--- src/rtl/mdio_master.sv ---
// rtl/mdio_master.sv - Clause-22 MDIO master: MDC generation and single read/write frame serialiser
// One request at a time; read data and turnaround error are published on the DONE cycle.
module mdio_master #(
  parameter int CLK_DIV     = 10,
  parameter bit PREAMBLE_EN = 1'b1
) (
  input  logic        sig_CLK,
  input  logic        sig_RST,
  input  logic        sig_REQ,
  input  logic        sig_WRITE,
  input  logic [4:0]  sig_PHY_ADDR,
  input  logic [4:0]  sig_REG_ADDR,
  input  logic [15:0] sig_WDATA,
  output logic        sig_BUSY,
  output logic        sig_DONE,
  output logic [15:0] sig_RDATA,
  output logic        sig_RD_ERR,
  output logic        sig_MDCLK,
  output logic        sig_MDIO_O,
  output logic        sig_MDIO_OE,
  input  logic        sig_MDIO_I
);

  typedef enum logic [1:0] {IDLE, PRE, FRAME, TAIL} state_t;

  localparam logic [7:0] DIV_LAST = 8'(CLK_DIV - 1);

  state_t      state_q, state_d;
  logic [7:0]  div_q, div_d;
  logic        mdc_q, mdc_d;
  logic [5:0]  bit_q, bit_d;
  logic [31:0] sh_q, sh_d;
  logic        write_q, write_d;
  logic [15:0] shadow_q, shadow_d;
  logic [15:0] rdata_q, rdata_d;
  logic        err_sh_q, err_sh_d;
  logic        rd_err_q, rd_err_d;
  logic        done_q, done_d;
  logic        tick, rise, fall;

  assign tick = (div_q == DIV_LAST);
  assign rise = (state_q != IDLE) && tick && !mdc_q;
  assign fall = (state_q != IDLE) && tick && mdc_q;

  always_comb begin
    state_d  = state_q;
    div_d    = div_q;
    mdc_d    = mdc_q;
    bit_d    = bit_q;
    sh_d     = sh_q;
    write_d  = write_q;
    shadow_d = shadow_q;
    rdata_d  = rdata_q;
    err_sh_d = err_sh_q;
    rd_err_d = rd_err_q;
    done_d   = 1'b0;
    if (state_q == IDLE) begin
      mdc_d = 1'b0;
      div_d = 8'd0;
      bit_d = 6'd0;
      if (sig_REQ) begin
        write_d = sig_WRITE;
        // Read frames carry ones in TA/DATA; those bits are never driven (OE=0).
        sh_d    = {2'b01, (sig_WRITE ? 2'b01 : 2'b10), sig_PHY_ADDR, sig_REG_ADDR,
                   (sig_WRITE ? 2'b10 : 2'b11), (sig_WRITE ? sig_WDATA : 16'hFFFF)};
        state_d = PREAMBLE_EN ? PRE : FRAME;
      end
    end else begin
      if (tick) begin
        div_d = 8'd0;
        mdc_d = !mdc_q;
      end else begin
        div_d = div_q + 8'd1;
      end
      if (rise && state_q == FRAME && !write_q) begin
        if (bit_q == 6'd15) err_sh_d = sig_MDIO_I;
        else if (bit_q >= 6'd16) shadow_d = {shadow_q[14:0], sig_MDIO_I};
      end
      if (fall) begin
        bit_d = bit_q + 6'd1;
        case (state_q)
          PRE: if (bit_q == 6'd31) begin
            state_d = FRAME;
            bit_d   = 6'd0;
          end
          FRAME: begin
            sh_d = {sh_q[30:0], 1'b1};
            if (bit_q == 6'd31) begin
              state_d = TAIL;
              bit_d   = 6'd0;
            end
          end
          TAIL: begin
            state_d = IDLE;
            bit_d   = 6'd0;
            done_d  = 1'b1;
            if (!write_q) begin
              rdata_d  = shadow_q;
              rd_err_d = err_sh_q;
            end
          end
          default: ;
        endcase
      end
    end
  end

  always_ff @(posedge sig_CLK) begin
    if (sig_RST) begin
      state_q  <= IDLE;
      div_q    <= 8'd0;
      mdc_q    <= 1'b0;
      bit_q    <= 6'd0;
      sh_q     <= '1;
      write_q  <= 1'b0;
      shadow_q <= 16'h0000;
      rdata_q  <= 16'h0000;
      err_sh_q <= 1'b0;
      rd_err_q <= 1'b0;
      done_q   <= 1'b0;
    end else begin
      state_q  <= state_d;
      div_q    <= div_d;
      mdc_q    <= mdc_d;
      bit_q    <= bit_d;
      sh_q     <= sh_d;
      write_q  <= write_d;
      shadow_q <= shadow_d;
      rdata_q  <= rdata_d;
      err_sh_q <= err_sh_d;
      rd_err_q <= rd_err_d;
      done_q   <= done_d;
    end
  end

  // Pin values derive only from registers that move on MDC falling edges.
  assign sig_BUSY    = (state_q != IDLE);
  assign sig_DONE    = done_q;
  assign sig_RDATA   = rdata_q;
  assign sig_RD_ERR  = rd_err_q;
  assign sig_MDCLK   = mdc_q;
  assign sig_MDIO_O  = (state_q == FRAME) ? sh_q[31] : 1'b1;
  assign sig_MDIO_OE = (state_q == PRE) || ((state_q == FRAME) && (write_q || bit_q < 6'd14));

endmodule

--- config.mk ---
export PLATFORM = sky130hd
export DESIGN_NAME = mdio_master
export DESIGN_NICKNAME = d
export VERILOG_FILES = /design/src/rtl/mdio_master.sv
export SDC_FILE = /design/constraint.sdc
export NUM_CORES = 1
export LEC_CHECK = 0
export ABC_AREA = 1
export BUFFER_PORTS_ARGS = -buffer_cell sky130_fd_sc_hd__buf_2
export CAP_MARGIN = 20
export CORE_MARGIN = 2
export CORE_UTILIZATION = 51
export DETAILED_ROUTE_END_ITERATION = 16
export PLACE_DENSITY = 0.8
export SETUP_SLACK_MARGIN = 0.5
export SLEW_MARGIN = 20
export SYNTH_ARGS = -nofsm -noshare
export SYNTH_HDL_FRONTEND = slang
export SYNTH_SLANG_ARGS = --single-unit
--- constraint.sdc ---
create_clock -name sig_CLK -period 1.65 [get_ports sig_CLK]
set_input_delay 0.165 -clock sig_CLK [delete_from_list [all_inputs] [get_ports sig_CLK]]
set_output_delay 0.165 -clock sig_CLK [all_outputs]
set_load 0.005 [all_outputs]
## After elaboration in Yosys (flattened, before gate mapping)

Cells that the tools add are included.

- $add $sub $neg: 2
- Multiply operators: 0
- Divide/modulo/power cells: 0
- $lt $le $gt $ge: 2
- Equality and inequality tests: 9
- Shift-type cells: 0
- Multiplexer cells: 17
- Bitwise logic cells: 4
- Reduce and logical (&&, ||, !) cells: 25

Operators by type and width:

| cell | number |
|---|---|
| $mux 32 | 4 |
| $mux 16 | 1 |
| $mux 2 | 6 |
| $pmux 6 s2 | 1 |
| $add 8x1->8 const B | 1 |
| $eq 8x4->1 const B | 1 |
| $reduce_and 4->1 | 2 |
| $add 6x1->6 const B | 1 |
| $eq 6x4->1 const B | 1 |
| $eq 6x5->1 const B | 1 |
| $ge 6x5->1 const B | 1 |
| $logic_and 1x1->1 | 6 |
| $lt 6x4->1 const B | 1 |
| $mux 6 | 1 |
| $pmux 2 s3 | 1 |
| $reduce_and 3->1 | 2 |
| $reduce_bool 2->1 | 3 |
| $reduce_or 3->1 | 2 |
| $reduce_and 5->1 | 1 |
| $eq 2x2->1 const B | 2 |
| $not 1->1 | 4 |
| $reduce_bool 4->1 | 1 |
| $reduce_or 2->1 | 2 |
| $mux 1 | 3 |
| other kinds (8) | 10 |

- Register bits: 85
- Latch bits: 0
- RAM bits: 0
- Bits in read-only memories: 0
- Output and inout port bits: 22
- Logic and storage cells: 70
- Memories: 0

## Logic depth before layout (Yosys ltp)

Gate-level depths: netlist of run 1.

- Word-level depth: 6
- Mapped depth: 11
- Depth with buffers taken out: 10

## Least setup slack after synthesis of run 1

OpenSTA, ideal clock, no wires.

- Path type: reg-to-reg
- Start point: register state_q[0]
- End point: register shadow_q[11]
- Library setup time: 0.128 ns
- Arrival time: 1.647 ns
- Required time: 1.522 ns
- Path slack: -0.126 ns
- Cell stages (with the launch flop): 11
- Path buffers: 2
- Cell sequence: dfxtp_1 inv_1 ha_1 buf_2 inv_1 nand2_1 nor3_1 nand3b_1 clkbuf_1 o21ai_0 a21oi_1

- Cells in the longest elaborated chain, start to end: 6
- Elaborated cells between the ends (all ways): 9
- Classes of those cells: 1 x eq/ne; 1 x bitwise; 7 x reduce/logical

Ends and longest elaborated chain:

| item | line | text |
|---|---|---|
| from (decl) | 28 | `state_t state_q, state_d;` |
| from (signal assigned) | 122 | `state_q <= state_d;` |
| $reduce_bool 2->1 | 42 | `assign rise = (state_q != IDLE) && tick && !mdc_q;` |
| $logic_and 1x1->1 (2 in a row) | 42 |  |
| $logic_and 1x1->1 (2 in a row) | 75 | `if (rise && state_q == FRAME && !write_q) begin` |
| $reduce_and 4->1 (no source line) * | n/a |  |
| to (signal assigned) | 128 | `shadow_q <= shadow_d;` |
| to (decl) | 34 | `logic [15:0] shadow_q, shadow_d;` |

Mark *: on every way between the ends. The rest lies on a longest branch, timed or not.
A chain may end at the register's enable or synchronous reset.

## Final worst setup path of run 1

- Start point: register state_q[1]
- End point: register shadow_q[5]

Same word-level chain as after synthesis.

==> flow_summary.yaml, run 1 <==
synth:
  synth.distinct_cells: 26
  syn_inst: 497
  yosysWarnings: 0
  yosysTopAreaCellShare_pct: 46.6
  syn_avg_cell_area_um2: 7.34
  syn_nets: 535
  synthTopCellsByArea: "dfxtp_1 (47%), nand2_1 (12%), nand3_1 (7.7%), nor2_1 (6.3%), inv_1 (4.2%)"
  yosys_register_bits: 85
  netlist_area_um2: 3650
  yosysTopAreaCell: "dfxtp_1"
  ys_seq_area_share_pct: 46.6
die:
  die-area_um2: 7850
  die_h_um: 88.6
  num_io_pins: 53
  placementRows: 30
  coreArea_um2: 6870
  initial_core_util_pct: 53.1
  die_w_um: 88.6
detailed_routing:
  drt-wirelength-per-cell_um: 18.0
  ant_nets: 0
  drtIter0Drc: 330
  drc_errors: 0
  num_vias: 3980
  vias_per_cell: 5.80
  first_pass_iters: 5
  routed_wl_mm: 12.3
grt:
  grt_overflow: 0
  grt_pass1_wl_mm: 15.0
  grt_max_degree: 67
  grt_use_total_pct: 24.5
  grt_pass1_vias: 3314
  antenna_found_initial: 0
timing:
  relSlewSlack_pct: 79.4
  rsz0062_at_grt: "true"
  tightest_slew_ps: 308
  fin_tns_setup_ps: -610
  holdWs_ps: 76.3
  fin_crit_ps: 1740
  fin_ws_ps: -87.7
  finClkSkew_ps: 9.15
  clock.fmax_ghz: 0.575
  final_max_slew_viol_count: 0
  fin_crit_sh_pct: 105
  setup_viol: 18
  hold_viol: 0
worst_setup_path:
  crit-reg2reg-launch: "state_q[1]"
  r2r_cells: 10
  crit_type: "reg -> reg"
  endpoint_kind: "register"
  crit_required_ps: 1950
  cp_max_fo: 8
  rrSetupSlack_ps: -90
  cp_data_arrival_time_ps: 2030
  r2r-end: "shadow_q[5]"
  startpoint_type: "register"
clock_tree:
  h-tree-depth: 3
  cts_root_buffer: "clkbuf_8"
  hold_buffers: 0
  cts_buffer_depth: 2
  cts_buffers: 9
  insertion_delay_ps: 370
  clkTransAtPathRegs_ps: 90
  cts_tree: "built"
  cts.sinks: 85
layout:
  nNetsFinal: 623
  drive_gt1_share_pct: 44.7
  multi_input_area_um2: 2300
  utilization_pct: 80.3
  seq_area_um2: 1720
  final_cell_mix: "dfxtp_1 (77), nand2_1 (72), nand3_1 (52), buf_2 (52), nor2_1 (40)"
  fin_cells: 686
  antennaDiodeCount: 0
  final_common_cell: "dfxtp_1"
  area_delta_synth_final_pct: 51.2
  fillers: 386
job:
  drv_cap: 0
placed_design:
  dp_cells: 634
  dp.final_hpwl_mm: 5.31
  place_congestion: 0.846
  io_buffers: 52
pwr:
  power.leakage_nw: 2.35
  power_density_nw_per_um2: 1440
  peakVddDrop_uv: 935
run_status:
  status: "finished with violations"
  violations: "negative setup slack"
min_path:
  hold_path.startpoint: "sig_RST"
  min_path_type: "in -> reg"
  hold_path_end: "state_q[0]"
  holdPathStages: 2
## critical path, cell delays in order, from the launching register on
cell and delay (ps):
dfxtp_4 400, inv_4 50, ha_4 180, inv_4 70, nand2_4 70, nor3_4 190, nand3b_1 120, buf_6 150
buf_6 130, buf_16 140, a21oi_2 160
## how the worst max path moves through the flow
| stage | depth (start not counted) | slack (ps) | start | end |
|---|---|---|---|---|
| 5_1_grt | 10 | -140 | state_q[1] | shadow_q[5] |
| 3_5_place_dp | 8 | 10 | state_q[0] | shadow_q[15] |
| 2_1_floorplan | 10 | 60 | state_q[1] | shadow_q[10] |
| 4_1_cts | 10 | 90 | div_q[1] | shadow_q[4] |
| 3_3_place_gp | 8 | 100 | state_q[0] | shadow_q[0] |
| 6_report | 10 | -90 | state_q[1] | shadow_q[5] |
## power by group
| part | total (mW) | internal, mW | switching (mW) | leakage, nW |
|---|---|---|---|---|
| Combinational | 3.43 | 1.52 | 1.91 | 1.54 |
| Sequential | 2.78 | 2.43 | 0.352 | 0.697 |
| Clock | 1.71 | 0.858 | 0.848 | 0.106 |
## layout make-up
| cell class | instances | share of cell area (%) |
|---|---|---|
| clock buffer | 9 | 2.25 |
| clock inverter | 7 | 1.77 |
| inverter | 41 | 3.15 |
| tap | 96 | 2.18 |
| sequential | 85 | 31.1 |
| multi-input combinational | 344 | 41.7 |
| timing repair buffer | 104 | 17.8 |
## kinds of logic (layout without fill, tap and decap cells)
logic type / Yosys count / in the layout / share of synthesized area, %
adder cells (fa/ha/maj): 7 / 7 / 2.40
flip-flops: 85 / 85 / 46.6
buffers and inverters: 68 / 161 / 7.51
XOR/XNOR: 2 / 2 / 0.480
AND/OR/NAND/NOR: 252 / 252 / 29.8
AO/OA/AOI/OAI: 83 / 83 / 13.1
## layer usage
layer	part of all wire (%)	track usage [%]
met4	3.4	10.7
met3	7.5	5.32
met5	0	0
met1	38	29.5
met2	51	42.0
## flip-flops by register name, summed over array words and instances, names as in the netlist
signal / count
sig_RDATA: 16
err_sh_q: 1
sh_q: 32
write_q: 1
bit_q: 6
sig_MDCLK: 1
div_q: 8
sig_DONE: 1
sig_RD_ERR: 1
shadow_q: 16
state_q: 2
## stage by stage
stage / cell area (µm²) / total power, mW / setup WS (ps)
after detailed placement: 4170 / 4.68 / 13.7
after global placement: 4170 / 4.59 / 95.2
after global routing: 5520 / 8.21 / -136
after CTS: 4820 / 6.65 / 91.9
final: 5520 / 7.92 / -87.7
after floorplan: 3790 / 4.18 / 60.6
## cell usage after synthesis (all sizes together)
cell type and instances:
a21oi 28, clkbuf 15, nand3 57, inv 41, nor3b 1, or2 4, nand4 2, buf 12
o22ai 15, o21ai 22, xnor2 1, xor2 1, dfxtp 85, ha 7, nor2 64, nand2 115
o211ai 18, nor3 8, nand3b 1
## timing repair
action                                  4_1_cts  5_1_grt
setup buffers                                16        9
endpoints found under the setup margin       88       88
cloned                                        3        8
gates resized for setup                      70      116
pin swaps                                    14       44
(Power assumes the default switching activity.)
==> inputs of run 2 (changes only) <==
--- a/config.mk
+++ b/config.mk
@@ -9,9 +9,9 @@
 export BUFFER_PORTS_ARGS = -buffer_cell sky130_fd_sc_hd__buf_2
 export CAP_MARGIN = 20
 export CORE_MARGIN = 2
-export CORE_UTILIZATION = 51
+export CORE_UTILIZATION = 30
 export DETAILED_ROUTE_END_ITERATION = 16
-export PLACE_DENSITY = 0.8
+export PLACE_DENSITY = 0.54
 export SETUP_SLACK_MARGIN = 0.5
 export SLEW_MARGIN = 20
 export SYNTH_ARGS = -nofsm -noshare
==> run 2 against run 1 <==
  * Routed wire length decreased by 21%
  * First-iteration DRC count shrank 30%
  * Highest routed layer unchanged
  * Combinational power fell by 21%
  * Core utilization is 37 points lower
  * Largest power group unchanged
  * Setup slack improved by 150 ps
  * Flip-flop and latch count unchanged
  * Final cell count increased by 5.7%
  * Global-route usage shrank 10 points
  * The flow now finishes without violations
  * Hold slack improved by 21 ps
  * Maximum frequency grew 9.6%
  * Design area fell by 5.7%
==> flow_summary.yaml, run 2 (same netlist as run 1, synthesis figures left out) <==
layout:
  final_cell_mix: "nand2_1 (101), dfxtp_1 (77), nor2_1 (58), buf_2 (51), nand3_1 (50)"
  top_register: "sh_q"
  final_common_cell: "nand2_1"
  fin_cells: 725
  antennaDiodeCount: 0
  area_delta_synth_final_pct: 42.5
  utilization_pct: 43.5
  fin_area_um2: 5200
  drive_gt1_share_pct: 33.6
  nNetsFinal: 611
  largest_register_ffs: 32
job:
  drv_cap: 0
min_path:
  hold_path.startpoint: "sig_MDIO_I"
  hold_path_end: "err_sh_q"
  min_path_type: "in -> reg"
  holdPathStages: 3
clock_tree:
  insertion_delay_ps: 340
  cts_root_buffer: "clkbuf_16"
  hold_buffers: 0
  cts.sinks: 85
  cts_buffers: 9
  cts_buffer_depth: 2
  cts_tree: "built"
  clkTransAtPathRegs_ps: 60
  h-tree-depth: 3
detailed_routing:
  drt-wirelength-per-cell_um: 13.4
  ant_nets: 0
  vias_per_cell: 4.88
  drtIter0Drc: 232
  first_pass_iters: 6
  num_vias: 3535
  drc_errors: 0
  routed_wl_mm: 9.70
timing:
  rsz0062_at_grt: "true"
  final_max_slew_viol_count: 0
  relSlewSlack_pct: 68.8
  fin_crit_sh_pct: 96.1
  holdWs_ps: 97.6
  finClkSkew_ps: 7.91
  tightest_slew_ps: 465
  setup_viol: 0
  hold_viol: 0
  fin_crit_ps: 1580
  clock.fmax_ghz: 0.631
  fin_ws_ps: 65.0
grt:
  grt_use_total_pct: 14.4
  antenna_found_initial: 0
  grt_pass1_wl_mm: 15.0
  grt_pass1_vias: 3316
  grt_overflow: 0
  grt_max_degree: 42
worst_setup_path:
  cp_data_arrival_time_ps: 1810
  path_cells: "inv_4 > ha_4 > inv_4 > nand2_4 > nor3_4 > nand3b_1 > buf_12 > o21ai_1 > a21oi_2"
  crit_required_ps: 1880
  rrSetupSlack_ps: 70
  startpoint_type: "register"
  cp.depth: 9
  r2r-end: "shadow_q[5]"
  crit_type: "reg -> reg"
  critPathMaxStageDelay_ps: 370
  endpoint_kind: "register"
  cp_max_fo: 16
  slowest_stage: "dfxtp_4"
  crit-reg2reg-launch: "state_q[1]"
  critPathTopFamily: "flip-flops"
  crit_buf_inv: 3
  crit_top_cell: "inv_4"
  r2r_cells: 9
placed_design:
  dp_cells: 687
  dp_slack_ps: 22.4
  place_congestion: 0.800
  io_buffers: 52
  placed_cell_area_um2: 4260
  dp.final_hpwl_mm: 5.86
die:
  num_io_pins: 53
  die-area_um2: 13100
  coreArea_um2: 12000
  die_h_um: 114
  placementRows: 40
  die_w_um: 114
  initial_core_util_pct: 30.5
pwr:
  power.leakage_nw: 2.23
  power_density_nw_per_um2: 1460
  peakVddDrop_uv: 624
run_status:
  status: "completed"
-- run 2: how the worst max path moves through the flow --
stage / startpoint / end / slack [ps]
5_1_grt: state_q[1] / shadow_q[5] / -20
3_5_place_dp: div_q[1] / state_q[1] / 20
2_1_floorplan: state_q[1] / shadow_q[10] / 60
4_1_cts: div_q[1] / shadow_q[4] / 110
3_3_place_gp: state_q[0] / sig_RD_ERR / 80
6_report: state_q[1] / shadow_q[5] / 70
-- run 2: final cells by class --
type / count / area [µm²]
fill: 1166 / 6760
multi-input combinational: 344 / 2010
tap: 147 / 184
clock buffer: 13 / 260
timing repair buffer: 92 / 790
inverter: 41 / 171
sequential: 85 / 1720
clock inverter: 3 / 67.6
-- run 2: metal layers --
layer | share of wire [%] | vias up | track usage, %
li1 | - | 1799 | -
met1 | 44 | 1649 | 16.5
met2 | 50 | 62 | 24.9
met3 | 2.9 | 25 | 2.70
met4 | 3.1 | 0 | 8.29
met5 | 0 | - | 0
-- run 2: worst register-to-register path: stages, from the launching register on --
cell	delay, ps
dfxtp_4	370
inv_4	40
ha_4	180
inv_4	70
nand2_4	50
nor3_4	110
nand3b_1	170
buf_12	200
o21ai_1	210
a21oi_2	60
-- run 2: what timing repair did --
action                                  in CTS  in global routing
endpoints found under the hold margin        0                  0
pin swaps                                    8                  4
gates resized for setup                     68                 33
buffers inserted                            10                  4
endpoints found under the setup margin      88                 87
cloned                                       2                  6
-- run 2: where the power goes --
group	total, mW	switching (mW)	internal (mW)	leakage (nW)
sequential	2.65	0.224	2.43	0.697
clock	2.23	0.819	1.41	0.156
combinational	2.70	1.50	1.20	1.38
total	7.59	2.54	5.04	2.23
-- run 2: per-stage QoR --
step           total power, mW  TNS, ps
3_5_place_dp              4.67        0
5_1_grt                   8.04    -16.1
6_report                  7.59        0
2_1_floorplan             4.18        0
4_1_cts                   7.20        0
3_3_place_gp              4.62        0
==> inputs of run 3 (changes only) <==
==> constraint.sdc (replaced) <==
create_clock -name sig_CLK -period 1.65 [get_ports sig_CLK]
set_input_delay 0.495 -clock sig_CLK [delete_from_list [all_inputs] [get_ports sig_CLK]]
set_output_delay 0.495 -clock sig_CLK [all_outputs]
set_load 0.005 [all_outputs]
==> run 3 against run 2 <==
  * The flow now finishes with violations (negative setup slack)
  * Die area is the same
  * Hold slack gained 330 ps
  * Final cell count grew 6.1%
  * Core utilization grew 12 points
  * Combinational power grew 96%
  * Register-to-register slack lost 180 ps
  * Non-clock buffer count grew 45
  * Largest cell class unchanged
==> flow_summary.yaml, run 3 (same netlist as run 1, synthesis figures left out) <==
timing:
  finClkSkew_ps: 9.19
  holdWs_ps: 431
  rsz0062_at_grt: "true"
  final_max_slew_viol_count: 0
  relSlewSlack_pct: 76.4
  tightest_slew_ps: 354
  fin_ws_ps: -115
  fin_crit_sh_pct: 107
  setup_viol: 37
  clock.fmax_ghz: 0.567
  hold_viol: 0
  fin_crit_ps: 1760
layout:
  fin_cells: 769
  antennaDiodeCount: 0
  drive_gt1_share_pct: 60.3
  utilization_pct: 55.6
  largest_register_ffs: 32
  top_register: "sh_q"
  final_cell_mix: "nand2_1 (66), dfxtp_1 (59), buf_2 (43), nor2_1 (38), nand3_2 (38)"
  area_delta_synth_final_pct: 82.4
  final_common_cell: "nand2_1"
  fin_area_um2: 6650
  nNetsFinal: 656
worst_setup_path:
  cp_max_fo: 8
  endpoint_kind: "register"
  path_cells: "inv_4 > ha_4 > inv_4 > buf_8 > buf_8 > buf_6 > nand3_4 > nor3_4 > buf_6 > clkbuf_16 > nor2_4 > nor2_1"
  crit_type: "reg -> reg"
  cp_data_arrival_time_ps: 2040
  crit_required_ps: 1920
  slowest_stage: "dfxtp_4"
  critPathMaxStageDelay_ps: 390
  startpoint_type: "register"
die:
  die_h_um: 114
  num_io_pins: 53
  initial_core_util_pct: 30.5
  placementRows: 40
  die-area_um2: 13100
  coreArea_um2: 12000
  die_w_um: 114
grt:
  grt_max_degree: 67
  grt_pass1_wl_mm: 18.8
  grt_overflow: 0
  antenna_found_initial: 0
  grt_use_total_pct: 18.2
  grt_pass1_vias: 3949
clock_tree:
  clkTransAtPathRegs_ps: 70
  cts_buffer_depth: 2
  cts_tree: "built"
  insertion_delay_ps: 340
  cts.sinks: 85
  hold_buffers: 0
  h-tree-depth: 3
  cts_root_buffer: "clkbuf_16"
  cts_buffers: 9
run_status:
  violations: "negative setup slack"
  status: "finished with violations"
pwr:
  power.leakage_nw: 2.74
  peakVddDrop_uv: 807
  power_density_nw_per_um2: 1530
detailed_routing:
  num_vias: 3850
  drtIter0Drc: 201
  vias_per_cell: 5.01
  drt-wirelength-per-cell_um: 15.9
  ant_nets: 0
  first_pass_iters: 5
  drc_errors: 0
  routed_wl_mm: 12.2
placed_design:
  placed_cell_area_um2: 4250
  dp.final_hpwl_mm: 5.59
  io_buffers: 52
  dp_cells: 687
  place_congestion: 0.824
job:
  drv_cap: 0
min_path:
  min_path_type: "in -> reg"
## run 3: cell types whose count changed in the layout (fill, tap and decap cells not counted), sizes merged
cell,before,now
bufbuf,0,1
bufinv,2,1
clkinv,1,3
buf,88,134
clkbuf,17,12
inv,40,41
## run 3: area by class of cell
class	instances	area, µm²
clock buffers	10	239
clock inverters	5	60.1
fillers	974	5310
inverters	41	169
multi-input cells	344	2670
flip-flops and latches	85	1740
well taps	147	184
repair buffers	137	1590
## run 3: worst paths after layout
kind,cells after the start,start,end,slack [ps]
setup / recovery,12,state_q[1],sig_RDATA[13],-110
hold / removal,3,sig_MDIO_I,err_sh_q,430
setup reg to reg,12,state_q[1],sig_RDATA[13],-110
hold reg to reg,2,sig_RDATA[0],sig_RDATA[0],460
## run 3: timing repair
item                       CTS  global route
gates resized for setup    229            99
setup endpoints to repair  106           107
buffers inserted            36            14
cloned                      15             2
pin swaps                   49            33
## run 3: critical path, delay by kind of cell (launching register included)
kind          cells  cell delay [ps]
simple gates      4              350
buf+inv           7              790
fa+ha+maj         1              160
flops             1              390
## run 3: where the power goes
group | internal (mW) | leakage (nW) | switching (mW)
Sequential | 2.43 | 0.707 | 0.397
Combinational | 2.83 | 1.89 | 2.47
Clock | 1.21 | 0.145 | 0.860
## run 3: routing by layer
metal / GRT usage [%] / wire, µm
met5: 0 / 0
met3: 3.86 / 463
met4: 8.13 / 405
met2: 32.7 / 6450
met1: 20.6 / 4900
## run 3: through the flow
stage	setup slack [ps]	power (mW)	setup TNS, ps
detailed placement	4.67	4.66	0
global route	-182	10.7	-5060
global placement	63.3	4.61	0
finish	-115	10.2	-2140
floorplan	58.6	4.16	0
CTS	-111	9.50	-960
